==> config.mk <==
export PLATFORM = sky130hd
export DESIGN_NAME = mmio_router
export DESIGN_NICKNAME = d
export VERILOG_FILES = /design/src/rtl/mmio_router.sv
export SDC_FILE = /design/constraint.sdc
export NUM_CORES = 1
export LEC_CHECK = 0
export CORE_AREA = 5 5 154 156
export DETAILED_ROUTE_END_ITERATION = 12
export DIE_AREA = 0 0 159 161
export GPL_TIMING_DRIVEN = 0
export REMOVE_ABC_BUFFERS = 1
export SLEW_MARGIN = 25
export SYNTH_ARGS = -nofsm -noshare
export SYNTH_HDL_FRONTEND = slang
export SYNTH_SLANG_ARGS = --single-unit
==> constraint.sdc <==
create_clock -name clk -period 1.9 [get_ports clk]
set_clock_uncertainty 0.2 [all_clocks]
set_input_delay 0.19 -clock clk [delete_from_list [all_inputs] [get_ports clk]]
set_output_delay 0.19 -clock clk [all_outputs]
set_load 0.05 [all_outputs]
==> src/rtl/mmio_router.sv <==
// Address-window router from the CPU memory port to NUM_TARGETS memory-mapped targets.
// Tracks one outstanding read and answers unmapped or hung accesses with an error response.
module mmio_router #(
    parameter int unsigned                 NUM_TARGETS    = 4,
    parameter logic [32*NUM_TARGETS-1:0]   REGION_BASE    = {NUM_TARGETS{32'h0}},
    parameter logic [32*NUM_TARGETS-1:0]   REGION_LIMIT   = {NUM_TARGETS{32'hFFFF_FFFF}},
    parameter int unsigned                 DEFAULT_TARGET = NUM_TARGETS - 1,
    parameter int unsigned                 TIMEOUT_CYCLES = 1024,
    parameter logic [31:0]                 ERR_RDATA      = 32'hDEAD_BEEF
) (
    input  logic                         clk,
    input  logic                         rst_n,
    input  logic                         input_cmd_start,
    input  logic                         input_cmd_write,
    output logic                         output_cmd_ready,
    input  logic [31:0]                  input_addr,
    input  logic [31:0]                  input_wdata,
    output logic [31:0]                  output_rdata,
    output logic                         output_rdata_valid,
    output logic                         output_err,
    output logic [NUM_TARGETS-1:0]       tgt_cmd_start,
    output logic [NUM_TARGETS-1:0]       tgt_cmd_write,
    input  logic [NUM_TARGETS-1:0]       tgt_cmd_ready,
    output logic [32*NUM_TARGETS-1:0]    tgt_addr,
    output logic [31:0]                  tgt_wdata,
    input  logic [32*NUM_TARGETS-1:0]    tgt_rdata,
    input  logic [NUM_TARGETS-1:0]       tgt_rdata_valid
);

    localparam int unsigned SW = (NUM_TARGETS > 1) ? $clog2(NUM_TARGETS) : 1;
    localparam int unsigned CW = (TIMEOUT_CYCLES > 1) ? $clog2(TIMEOUT_CYCLES) : 1;
    localparam logic        DEF_MAPPED = (DEFAULT_TARGET < NUM_TARGETS);
    localparam logic [SW-1:0] DEF_SEL  = DEF_MAPPED ? SW'(DEFAULT_TARGET) : '0;
    localparam logic [CW-1:0] CNT_LAST = CW'((TIMEOUT_CYCLES > 0) ? TIMEOUT_CYCLES - 1 : 0);

    typedef enum logic [1:0] {
        IDLE,
        WAIT_READ,
        ERR_RESP
    } state_t;

    state_t        state;
    logic [SW-1:0] cur;
    logic [CW-1:0] cnt;
    logic          err_read;

    logic [SW-1:0] sel;
    logic          mapped;
    logic          found;
    logic          accept;

    // Lowest-index window wins: later matches are skipped once one is found.
    always_comb begin
        sel    = DEF_SEL;
        mapped = DEF_MAPPED;
        found  = 1'b0;
        for (int unsigned i = 0; i < NUM_TARGETS; i++) begin
            if (!found &&
                input_addr >= REGION_BASE[32*i +: 32] &&
                input_addr <= REGION_LIMIT[32*i +: 32]) begin
                found  = 1'b1;
                sel    = SW'(i);
                mapped = 1'b1;
            end
        end
    end

    always_comb begin
        tgt_addr = '0;
        for (int unsigned i = 0; i < NUM_TARGETS; i++) begin
            tgt_addr[32*i +: 32] = input_addr - REGION_BASE[32*i +: 32];
        end
    end

    assign tgt_wdata = input_wdata;
    assign accept    = input_cmd_start && output_cmd_ready;

    always_comb begin
        output_cmd_ready   = 1'b0;
        tgt_cmd_start      = '0;
        tgt_cmd_write      = '0;
        output_rdata       = '0;
        output_rdata_valid = 1'b0;
        output_err         = 1'b0;
        case (state)
            IDLE: begin
                if (rst_n) begin
                    output_cmd_ready = mapped ? tgt_cmd_ready[sel] : 1'b1;
                    if (mapped) begin
                        tgt_cmd_start[sel] = input_cmd_start;
                        tgt_cmd_write[sel] = input_cmd_write;
                    end
                end
            end
            WAIT_READ: begin
                output_rdata       = tgt_rdata[32*cur +: 32];
                output_rdata_valid = tgt_rdata_valid[cur];
            end
            ERR_RESP: begin
                output_err = 1'b1;
                if (err_read) begin
                    output_rdata       = ERR_RDATA;
                    output_rdata_valid = 1'b1;
                end
            end
            default: ;
        endcase
    end

    always_ff @(posedge clk or negedge rst_n) begin
        if (!rst_n) begin
            state    <= IDLE;
            cur      <= '0;
            cnt      <= '0;
            err_read <= 1'b0;
        end else begin
            case (state)
                IDLE: begin
                    if (accept) begin
                        if (!mapped) begin
                            state    <= ERR_RESP;
                            err_read <= !input_cmd_write;
                        end else if (!input_cmd_write) begin
                            state <= WAIT_READ;
                            cur   <= sel;
                            cnt   <= '0;
                        end
                    end
                end
                WAIT_READ: begin
                    // Data arriving on the final timeout cycle takes priority over the error.
                    if (tgt_rdata_valid[cur]) begin
                        state <= IDLE;
                    end else if (TIMEOUT_CYCLES != 0 && cnt == CNT_LAST) begin
                        state    <= ERR_RESP;
                        err_read <= 1'b1;
                    end else begin
                        cnt <= cnt + 1'b1;
                    end
                end
                ERR_RESP: state <= IDLE;
                default:  state <= IDLE;
            endcase
        end
    end

endmodule

==> impl_metrics.toml, run 1 <==
[run_status]
status = "finished with violations"
violations = "negative setup slack"

[yosys]
yosysMostFrequentCell = "buf_4"
ys_top_cells_by_count = "buf_4, a21o_1, and3_1"
yosys.area.top_type_share = 0.519
yosys-top-cells-area = "buf_4, dfrtp_1, a21o_1, and3_1, ha_1"
synth_top_area_cell = "buf_4"
yosys_warnings = 0
synth_cells = 305
async_flop_share = 1.00
synth_edf_count = 0
synth-seq-cells = 13
synth_flop_cell = "dfrtp_1"
seq_area_frac_synth = 0.135
ys_types = 39
postSynthAreaPerCell_um2 = 7.87
syn-cell-area_um2 = 2400

[die]
die_h_um = 161
rows = 55
die_x_um = 159
die_area_um2 = 25600
floorplan.initialDensity = 0.108
core_area_um2 = 22200
io_pins = 407

[layout]
post-route-util = 0.126
area_delta_synth_final_pct = 16.9
final_nets = 448
drive_above_1_share = 0.427

[pwr]
vdd_ir_drop_max_uv = 303
power.density_nw_per_um2 = 1340
cellLeakagePower_nw = 1.30

[global_route]
grt_pass1_vias = 1791
gr-total-overflow = 0
antenna_found_initial = 8
grtUsageTotal = 0.151
grt_pass1_wl_um = 24800
grt_max_degree = 14

[clock_network]
htree_levels = 1
path_clk_slew_ns = 0.05
worstSkewPairLatency_ns = 0.25
cts-root-buf = "clkbuf_16"
cts_buffers = 3
tritoncts = "built"
clockBufferDepth = 2
clock_sinks = 13

[setup_path]
cp-start-kind = "flop"
critPathKind = "reg -> out"
worst_ep_required_time_ns = 1.51
crit_fanout = 6
cp.arrival_ns = 1.69
endpoint_kind = "output port"

[timing]
hold_ws_ns = 0.181
rsz0062_at_grt = "true"
tightestPinTransition_ns = 0.677
worst_slack_ns = -0.177
hold_violations = 0
setup_viol = 33
slew_headroom = 0.547
slew_violations = 0
period_share = 1.09
fmax_mhz = 481
fin_crit_ns = 2.08

[routing]
wire_per_inst_um = 39.6
dr.pass1.iters = 4
drc_errors = 0
dr.first_iter.drc_count = 69
postRouteAntennaNets = 0
vias = 1880
drt_wl_total_um = 20800
vias_per_cell = 3.57

[placement]
gp_congestion = 0.813
portBuffers = 74
dp_hpwl_um = 18000
dp_slack_ns = -1.51

[min_path]
holdCritPathClass = "in -> out"

[job]
max-cap-violations = 0
-- path summary, 6_finish.rpt --
check,to,startpoint,slack (ns),cells after the start
worst min-delay path,tgt_addr[116],input_addr[20],0.18,0
worst max register to register,cnt[0],state[1],-0.08,6
min in group asynchronous,cnt[1],rst_n,0.43,2
worst min register to register,err_read,err_read,0.38,1
max in group asynchronous,cnt[6],rst_n,0.59,2
worst max-delay path,output_rdata[3],state[0],-0.18,6
-- power breakdown --
group | total [mW] | leakage (nW) | internal [mW] | switching [mW]
clock network | 0.420 | 0.0382 | 0.285 | 0.135
logic | 2.81 | 1.10 | 1.24 | 1.57
registers | 0.546 | 0.158 | 0.384 | 0.162
-- critical path: stages (launching register included) --
cell and delay [ns]:
dfrtp_1 0.37, inv_2 0.07, ha_4 0.30, buf_12 0.12
and3_4 0.25, a21o_1 0.15, buf_6 0.17
-- timing repair --
item / in CTS / in global routing
hold buffers: 1 / 0
hold endpoints to repair: 13 / 0
setup endpoints to repair: 49 / 46
gates cloned: 6 / 1
setup buffers: 8 / 9
pin swaps: 18 / 10
gates resized for setup: 265 / 51
-- logic make-up after synthesis --
logic type	after synthesis	share of synthesized area
and+or+nand+nor	47	0.116
other	1	0.00156
muxes	2	0.00886
AOI/OAI and AO/OA	54	0.169
buffers and inverters	184	0.548
DFF	13	0.135
adders and majority gates	4	0.0208
-- through the flow --
stage          cell area, µm²  instances  TNS (ns)  power (mW)
6_report                 2810        526     -3.64        3.77
5_1_grt                  2800        524     -5.39        3.96
4_1_cts                  2550        514     -3.67        3.32
3_5_place_dp             2240        495    -52.80        2.49
3_3_place_gp             2240        495    -51.36        2.47
2_1_floorplan            1140        136    -12.99        1.82
-- layout by cell type (no fill, tap or decap), types with 6 or more instances in the layout --
cell	instances
buf_6	32
conb_1	6
nor2_1	7
dfrtp_1	9
buf_8	6
clkdlybuf4s50_1	36
inv_1	7
and3_4	12
nand2_1	6
a21o_1	25
a21oi_1	9
buf_4	9
-- state kept, by name (all words and copies together) (netlist names) --
register	flops
cnt	10
state	2
err_read	1
-- area by class of cell --
| cell class | instances | area [µm²] |
|---|---|---|
| Antenna cell | 2 | 5.00 |
| Timing Repair Buffer | 93 | 1000 |
| Inverter | 10 | 41.3 |
| Multi-Input combinational cell | 119 | 991 |
| Fill cell | 2529 | 19400 |
| Clock buffer | 4 | 78.8 |
| Tap cell | 285 | 357 |
| Sequential cell | 13 | 330 |
-- per-layer routing --
layer  wire length [µm]  vias up  GRT usage
li1                   -      729          -
met3               4440       28      0.164
met2              10700      279      0.271
met1               5190      828      0.111
met4                329       16     0.0217
met5                123        -    0.00947
No activity file was read; power rests on OpenSTA's default activity.
==> inputs of run 2 (changes only) <==
CORE_AREA = 2 2 160 162   (was 5 5 154 156)
DIE_AREA = 0 0 162 164   (was 0 0 159 161)
==> run 2 against run 1 <==
The run still ends with negative setup slack left. Largest power group unchanged. Die area up 3.8%. Sequential power shrank 2%. Routed wire length is 4.4% lower. First-iteration DRC count down 4.3%. Clock-buffer cell count unchanged. Setup slack improved by 0.028 ns.
==> impl_metrics.toml, run 2 (synthesized netlist as in run 1, its figures left out) <==
[run_status]
status = "finished with violations"
violations = "negative setup slack"

[setup_path]
path_delay_family = "buffers and inverters"
r2r_end = "cnt[5]"
cp-start-kind = "flop"
r2r_slack_ns = -0.04
path_cells = "inv_2 > ha_4 > buf_12 > and2_4 > a21o_1 > buf_6"
cp_slowest_stage_delay_ns = 0.38
crit_buf_inv = 3
r2r_cells = 7
rr_startpoint = "state[0]"
worst_ep_required_time_ns = 1.51
endpoint_kind = "output port"
critPathKind = "reg -> out"
cp.arrival_ns = 1.66
critPathSlowestCell = "dfrtp_1"
crit_fanout = 6

[min_path]
hold_path.startpoint = "input_addr[24]"
holdPathEnd = "tgt_addr[120]"
holdCritPathClass = "in -> out"
min_path_cells = 0

[placement]
portBuffers = 74
dp_slack_ns = -1.54
dp_hpwl_um = 16900
dpl-instance-area_um2 = 2300
gp_congestion = 0.813

[routing]
dr.first_iter.drc_count = 66
drt_wl_total_um = 19900
vias_per_cell = 3.29
drc_errors = 0
vias = 1891
wire_per_inst_um = 34.6
postRouteAntennaNets = 0
dr.pass1.iters = 4

[global_route]
grt_pass1_wl_um = 23500
antenna_found_initial = 3
gr-total-overflow = 0
grtUsageTotal = 0.144
grt_max_degree = 14
grt_pass1_vias = 1750

[die]
die_x_um = 162
die_h_um = 164
core_area_um2 = 24800
die_area_um2 = 26600
floorplan.initialDensity = 0.0967
rows = 58
io_pins = 407

[pwr]
power.density_nw_per_um2 = 1310
cellLeakagePower_nw = 1.32
fin_total_pwr_mw = 3.70
vdd_ir_drop_max_uv = 429

[timing]
slew_headroom = 0.579
slew_violations = 0
tightestPinTransition_ns = 0.630
fin_crit_ns = 2.05
fmax_mhz = 488
hold_ws_ns = 0.181
rsz0062_at_grt = "true"
setup_viol = 27
period_share = 1.08
worst_slack_ns = -0.149
hold_violations = 0

[layout]
layout_commonest_cell = "clkdlybuf4s50_1"
fillers = 2858
largest_registers = "cnt: 10 flops, state: 2 flops, err_read: 1 flops"
top_register = "cnt"
final_nets = 452
mostFrequentLayoutCells = "clkdlybuf4s50_1, buf_6, a21o_1"
largest_reg_flops = 10
stdcell_area_um2 = 2830
drive_above_1_share = 0.399
area_delta_synth_final_pct = 17.7
post-route-util = 0.114

[job]
max-cap-violations = 0

[clock_network]
tritoncts = "built"
clock_sinks = 13
path_clk_slew_ns = 0.05
cts_buffers = 3
worstSkewPairLatency_ns = 0.25
htree_levels = 1
cts-root-buf = "clkbuf_16"
clockBufferDepth = 2
run 2: metrics by stage:
stage                     instances  TNS [ns]
after floorplan                 136    -12.99
after global placement          540    -48.72
after detailed placement        540    -50.99
after CTS                       566     -2.73
after global routing            573     -4.71
final                           575     -2.62
run 2: worst max-delay path by stage:
| stage | start | endpoint | slack [ns] | depth (start not counted) |
|---|---|---|---|---|
| 3_3_place_gp | state[1] | output_rdata[7] | -1.49 | 5 |
| 3_5_place_dp | state[1] | output_rdata[7] | -1.54 | 5 |
| 6_report | state[1] | output_rdata_valid | -0.15 | 6 |
| 2_1_floorplan | state[0] | output_rdata[0] | -0.47 | 4 |
| 4_1_cts | state[1] | output_rdata_valid | -0.16 | 6 |
| 5_1_grt | state[0] | output_rdata[9] | -0.21 | 6 |
run 2: cell type report:
cell class / instances / area (µm²) / share of cell area
diodes: 2 / 5.00 / 0.00177
clock buffers: 4 / 78.8 / 0.0279
inverters: 10 / 41.3 / 0.0146
multi-input cells: 119 / 973 / 0.344
flip-flops and latches: 13 / 329 / 0.116
well taps: 330 / 413 / 0.146
repair buffers: 97 / 986 / 0.349
run 2: per-layer routing:
metal  global-route usage  share of wire  vias to the layer above
met5               0.0379         0.0052                        -
met1               0.0969           0.24                      854
met4               0.0137         0.0050                        6
met3                0.152           0.22                       13
met2                0.269           0.54                      282
li1                     -              -                      736
run 2: timing repair:
item                                    CTS  global route
hold buffers                              1             0
endpoints found under the setup margin   49            46
gates cloned                              6             1
pin swaps                                 6             9
buffers inserted                         15             7
gates resized for setup                 273            26
hold endpoints to repair                 13             0
run 2: power breakdown:
group / internal, mW / switching (mW)
registers: 0.383 / 0.154
logic: 1.20 / 1.55
clock network: 0.284 / 0.123
total: 1.87 / 1.83
==> inputs of run 3 (changes only) <==
CORE_AREA = 5 5 154 156   (was 2 2 160 162)
DIE_AREA = 0 0 159 161   (was 0 0 162 164)
==> results of run 3 <==
The final DEF is identical to that of run 1; final timing and power are the same.
==> edit 1 (config.mk and constraints of run 3) <==
Make the reset (`rst_n`) synchronous in one clocked block.
--- a/src/rtl/mmio_router.sv
+++ b/src/rtl/mmio_router.sv
@@ -109,3 +109,3 @@
 
-    always_ff @(posedge clk or negedge rst_n) begin
+    always_ff @(posedge clk) begin
         if (!rst_n) begin
Function: differs if rst_n is asserted again (counterexample within 4 cycles, from zero or initial values and one cycle with rst_n low); with rst_n held inactive, the same outputs for 10 cycles.
==> edit 1 against run 3 <==
- the flow still finishes with violations (negative setup slack)
- synthesized area decreased by 2.0%
- sequential cell count unchanged
- routed wire length decreased by 9.4%
- core utilization decreased by 0.58 points
- worst setup slack improved by 0.095 ns
- critical endpoint is now output_rdata[15]
- cell count decreased by 1.3%
- cell area decreased by 4.6%
- via count decreased by 1.2%
- count of clock-buffer cells in the layout unchanged
- first-iteration DRC count increased by 26%
Power is not compared: it rests on default switching activity, and its combinational part moved more than twofold at a synthesized area within 25%.
==> edit 1: results (changes against run 3) <==
Outcome
  – Outcome: complete, but fails checks (unchanged)
  – Failing checks: negative setup slack (unchanged)

Layout
  – Diodes inserted: 0 (was 2)
  – FILL cells: 2,524 (was 2,529)
  – Share of cells above drive strength 1: 41.9% (was 42.7%)
  – Non-Filler Instances: 519 (was 526)
  – Nets@finish: 443 (was 448)

Synth
  – Synth cell count leaders: buf_4, a21o_1, dfxtp_1 (was buf_4, a21o_1, and3_1, dfrtp_1, inv_1)
  – Asr flop ratio synth: 0% (was 100%)
  – Top cells by area, synth: buf_4, dfxtp_1, a21o_1, and3_1, ha_1 (was buf_4, dfrtp_1, a21o_1, and3_1, ha_1)
  – Seq/Total Area, Yosys: 11.1% (was 13.5%)
  – Yosys cell types: 42 (was 39)
  – Post-Synthesis Cells: 302 (was 305)
  – Leading register cell type out of synthesis: dfxtp_1 (was dfrtp_1)

Timing
  – Worst hold slack: 0.183 ns (was 0.181 ns)
  – Final WS setup: -0.0824 ns (was -0.177 ns)
  – Setup tns final: -1.29 ns (was -3.64 ns)
  – Endpoints failing setup: 34 (was 33)

Critical path
  – R2R Setup Slk: -0.02 ns (was -0.08 ns)
  – Worst reg2reg path startpoint: state[0] (was state[1])
  – Data arrival time of the worst path: 1.59 ns (was 1.69 ns)
  – Slowest CP cell: dfxtp_2 (was dfrtp_1)
  – Crit path max fanout: 7 (was 6)
  – Cell family with most CP delay: flip-flops (unchanged)
  – CP peak stage delay: 0.35 ns (was 0.37 ns)
  – Reg2reg end: cnt[1] (was cnt[0])

Global routing
  – Antenna violations before repair: 0 (was 8)
  – Global-route wire length before repair: 22,800 um (was 24,800 um)
  – GRT Overall Usage: 13.6% (was 15.1%)
  – Vias in the first global route: 1,681 (was 1,791)
  – Largest net degree at the start of global routing: 13 (was 14)

Drt
  – Post-DR vias/cell: 3.58 (was 3.57)
  – Wire length per cell: 36.3 um (was 39.6 um)
  – Detailed Routing Iterations Pass 1: 4 (unchanged)
  – Starting DRT DRC Count: 87 (was 69)

Clocking
  – H-tree depth: 1 (unchanged)
  – CTS clock-pin slew for the worst setup and hold paths: 0.05 ns (about the same)
  – Clock Latency Late Sink: 0.24 ns

Hold path
  – Hold Crit Depth: 0 (unchanged)
  – Hold Startpoint: input_addr[20] (unchanged)

Place
  – GPL Wtd Cong: 0.754 (was 0.813)
  – Place WS: -1.30 ns (was -1.51 ns)
  – Cells after DPL: 492 (was 495)
  – DP HPWL: 16,200 um (was 18,000 um)

Power and ir drop
  – Leak Pwr: 1.18 nW
==> edit 1: worst max-delay path by stage <==
stage / startpoint / end
2_1_floorplan: state[0] / output_rdata[0]
3_3_place_gp: state[1] / output_rdata[15]
3_5_place_dp: state[1] / output_rdata[5]
4_1_cts: state[1] / output_rdata[15]
5_1_grt: state[1] / output_rdata[15]
6_report: state[1] / output_rdata[15]
==> edit 1: logic make-up (layout without fill, tap and decap cells) <==
kind of cell	count (synthesis)	count (layout)	synth area share, %
simple gates	49	54	13.9
fa+ha+maj	4	4	2.13
flops	13	13	11.1
buf+inv	180	102	55.5
compound gates	55	55	17.2
other cells	1	6	0.159
==> edit 1: final cells by class <==
cell class | instances | share of cell area (%)
Clock buffer | 4 | 2.94
Multi-Input combinational cell | 119 | 37.5
Sequential cell | 13 | 9.86
Timing Repair Buffer | 92 | 35.4
Inverter | 6 | 1.07
Tap cell | 285 | 13.3
==> edit 1: what timing repair did <==
action                     in CTS  in global routing
gates resized for setup       265                 26
buffers inserted               12                  6
gates cloned                    5                  0
setup endpoints to repair      50                 46
pin swaps                      17                 17
==> edit 1: metal layers <==
layer / vias to the layer above / track usage (%) / share of wire [%]
li1: 719 / - / -
met1: 865 / 9.43 / 24
met2: 265 / 23.0 / 50
met3: 8 / 17.8 / 26
met4: 0 / 1.43 / 0.51
met5: - / 1.52 / 0
==> edit 1: power by group <==
part	leakage, nW	total (mW)	switching (mW)	internal (mW)
sequential	0.106	0.283	0.00401	0.279
combinational	1.04	0.542	0.285	0.257
clock	0.0382	0.401	0.118	0.283
total	1.18	1.23	0.408	0.819
==> edit 1: through the flow <==
step	instance area, um^2	utilization, %
after global routing	2680	12.1
final	2680	12.1
after global placement	2190	9.83
after detailed placement	2190	9.83
after CTS	2530	11.4
after floorplan	1090	-
==> edit 2 (settings of run 3) <==
Without the edit above. Change the parameter `NUM_TARGETS` from 4 to 2.
--- a/src/rtl/mmio_router.sv
+++ b/src/rtl/mmio_router.sv
@@ -3,3 +3,3 @@
 module mmio_router #(
-    parameter int unsigned                 NUM_TARGETS    = 4,
+    parameter int unsigned                 NUM_TARGETS    = 2,
     parameter logic [32*NUM_TARGETS-1:0]   REGION_BASE    = {NUM_TARGETS{32'h0}},
Interface: changed (6 resized); port bits go from 407 to 271. No check against the original RTL was run, so the function may have changed too.
==> edit 2 against run 3 <==
- the flow still finishes with violations (negative setup slack)
- via count is 9.9% lower
- routed wire length fell by 31%
- total power fell by 11%
- register-to-register slack better by 0.09 ns
- synthesized area fell by 21%
- cell area down 5.2%
- sequential cell count stayed put
- worst setup slack improved by 0.087 ns
- non-clock buffer count shrank 3
- critical path type unchanged
- hold slack barely moved
==> edit 2: results (changes against run 3) <==
Critical path
  – Slowest CP cell: dfrtp_1 (unchanged)
  – R2R Setup Slk: 0.01 ns (was -0.08 ns)
  – Worst reg2reg path startpoint: state[0] (was state[1])
  – Depth of the worst register-to-register path: 6 (unchanged)
  – Startpoint of the worst setup timing path: state[1] (was state[0])
  – Data arrival time of the worst path: 1.60 ns (was 1.69 ns)
  – Crit path to: output_rdata[10] (was output_rdata[3])

Layout
  – Share of cells above drive strength 1: 37.9% (was 42.7%)
  – Nets@finish: 368 (was 448)
  – Non-Filler Instances: 513 (was 526)

Global routing
  – Largest net degree at the start of global routing: 15 (was 14)
  – Global-route wire length before repair: 18,100 um (was 24,800 um)
  – GRT Overall Usage: 10.7% (was 15.1%)
  – Antenna violations before repair: 0 (was 8)

Synth
  – Seq/Total Area, Yosys: 17.2% (was 13.5%)
  – Average instance area after synthesis: 8.13 um^2 (was 7.87 um^2)
  – Top cells by area, synth: buf_4, dfrtp_1, a21o_1, and3_1, ha_1 (unchanged)
  – Synth cell count leaders: buf_4, a21o_1, and3_1, dfrtp_1, clkbuf_1 (was buf_4, a21o_1, and3_1, dfrtp_1, inv_1)

Power and ir drop
  – Seq. pwr: 0.464 mW (was 0.546 mW)
  – Sw Share: 47.9% (was 49.4%)
  – Leak Pwr: 1.24 nW (was 1.30 nW)
  – Maximum vdd ir drop: 0.000332 V (was 0.000303 V)
  – P_comb: 2.49 mW (was 2.81 mW)
  – Combinational group share of total power: 74.1% (was 74.4%)

Outcome
  – Failing checks: negative setup slack (unchanged)
  – Outcome: complete, but fails checks (unchanged)

Place
  – DP HPWL: 11,800 um (was 18,000 um)
  – Cells after DPL: 486 (was 495)
  – Place WS: -1.56 ns (was -1.51 ns)
  – GPL Wtd Cong: 0.797 (was 0.813)
  – Area post-placement: 2220 um^2 (was 2240 um^2)

Timing
  – Slew HR: 58.8% (was 54.7%)
  – Endpoints failing setup: 30 (was 33)
  – Final WS setup: -0.0906 ns (was -0.177 ns)
  – Setup tns final: -1.93 ns (was -3.64 ns)
  – Worst hold slack: 0.180 ns (was 0.181 ns)

Drt
  – Starting DRT DRC Count: 115 (was 69)
  – Via count: 1,693 (was 1,880)
  – Wire length per cell: 27.9 um (was 39.6 um)

Hold path
  – Hold Crit Depth: 0 (unchanged)
  – Hold path endpoint: tgt_addr[32] (was tgt_addr[116])
  – Hold Startpoint: input_addr[0] (was input_addr[20])

Clocking
  – H-tree depth: 1 (unchanged)
-- edit 2: area by class of cell --
cell class	count	area (um^2)
Tap cell	285	357
Clock buffer	4	78.8
Antenna cell	1	2.50
Fill cell	2501	19600
Inverter	5	18.8
Sequential cell	13	329
Multi-Input combinational cell	115	947
Timing Repair Buffer	90	930
-- edit 2: repair_timing --
item | 4_1_cts | 5_1_grt
hold buffers | 1 | 0
endpoints found under the hold margin | 13 | 0
cloned | 5 | 1
pin swaps | 18 | 4
resized for setup | 262 | 32
setup buffers | 12 | 3
setup endpoints to repair | 50 | 47
-- edit 2: cell families after synthesis --
| family | synth area share (%) |
|---|---|
| buffers and inverters | 41.6 |
| AND/OR/NAND/NOR | 16.0 |
| AO/OA/AOI/OAI | 21.0 |
| flip-flops | 17.2 |
| adder cells (fa/ha/maj) | 2.65 |
| multiplexers | 1.33 |
| other | 0.199 |
-- edit 2: routing by layer --
metal	track usage (%)	wire (um)
met5	1.70	56
met4	1.74	119
met3	16.9	4610
met2	13.3	5270
met1	9.03	4260
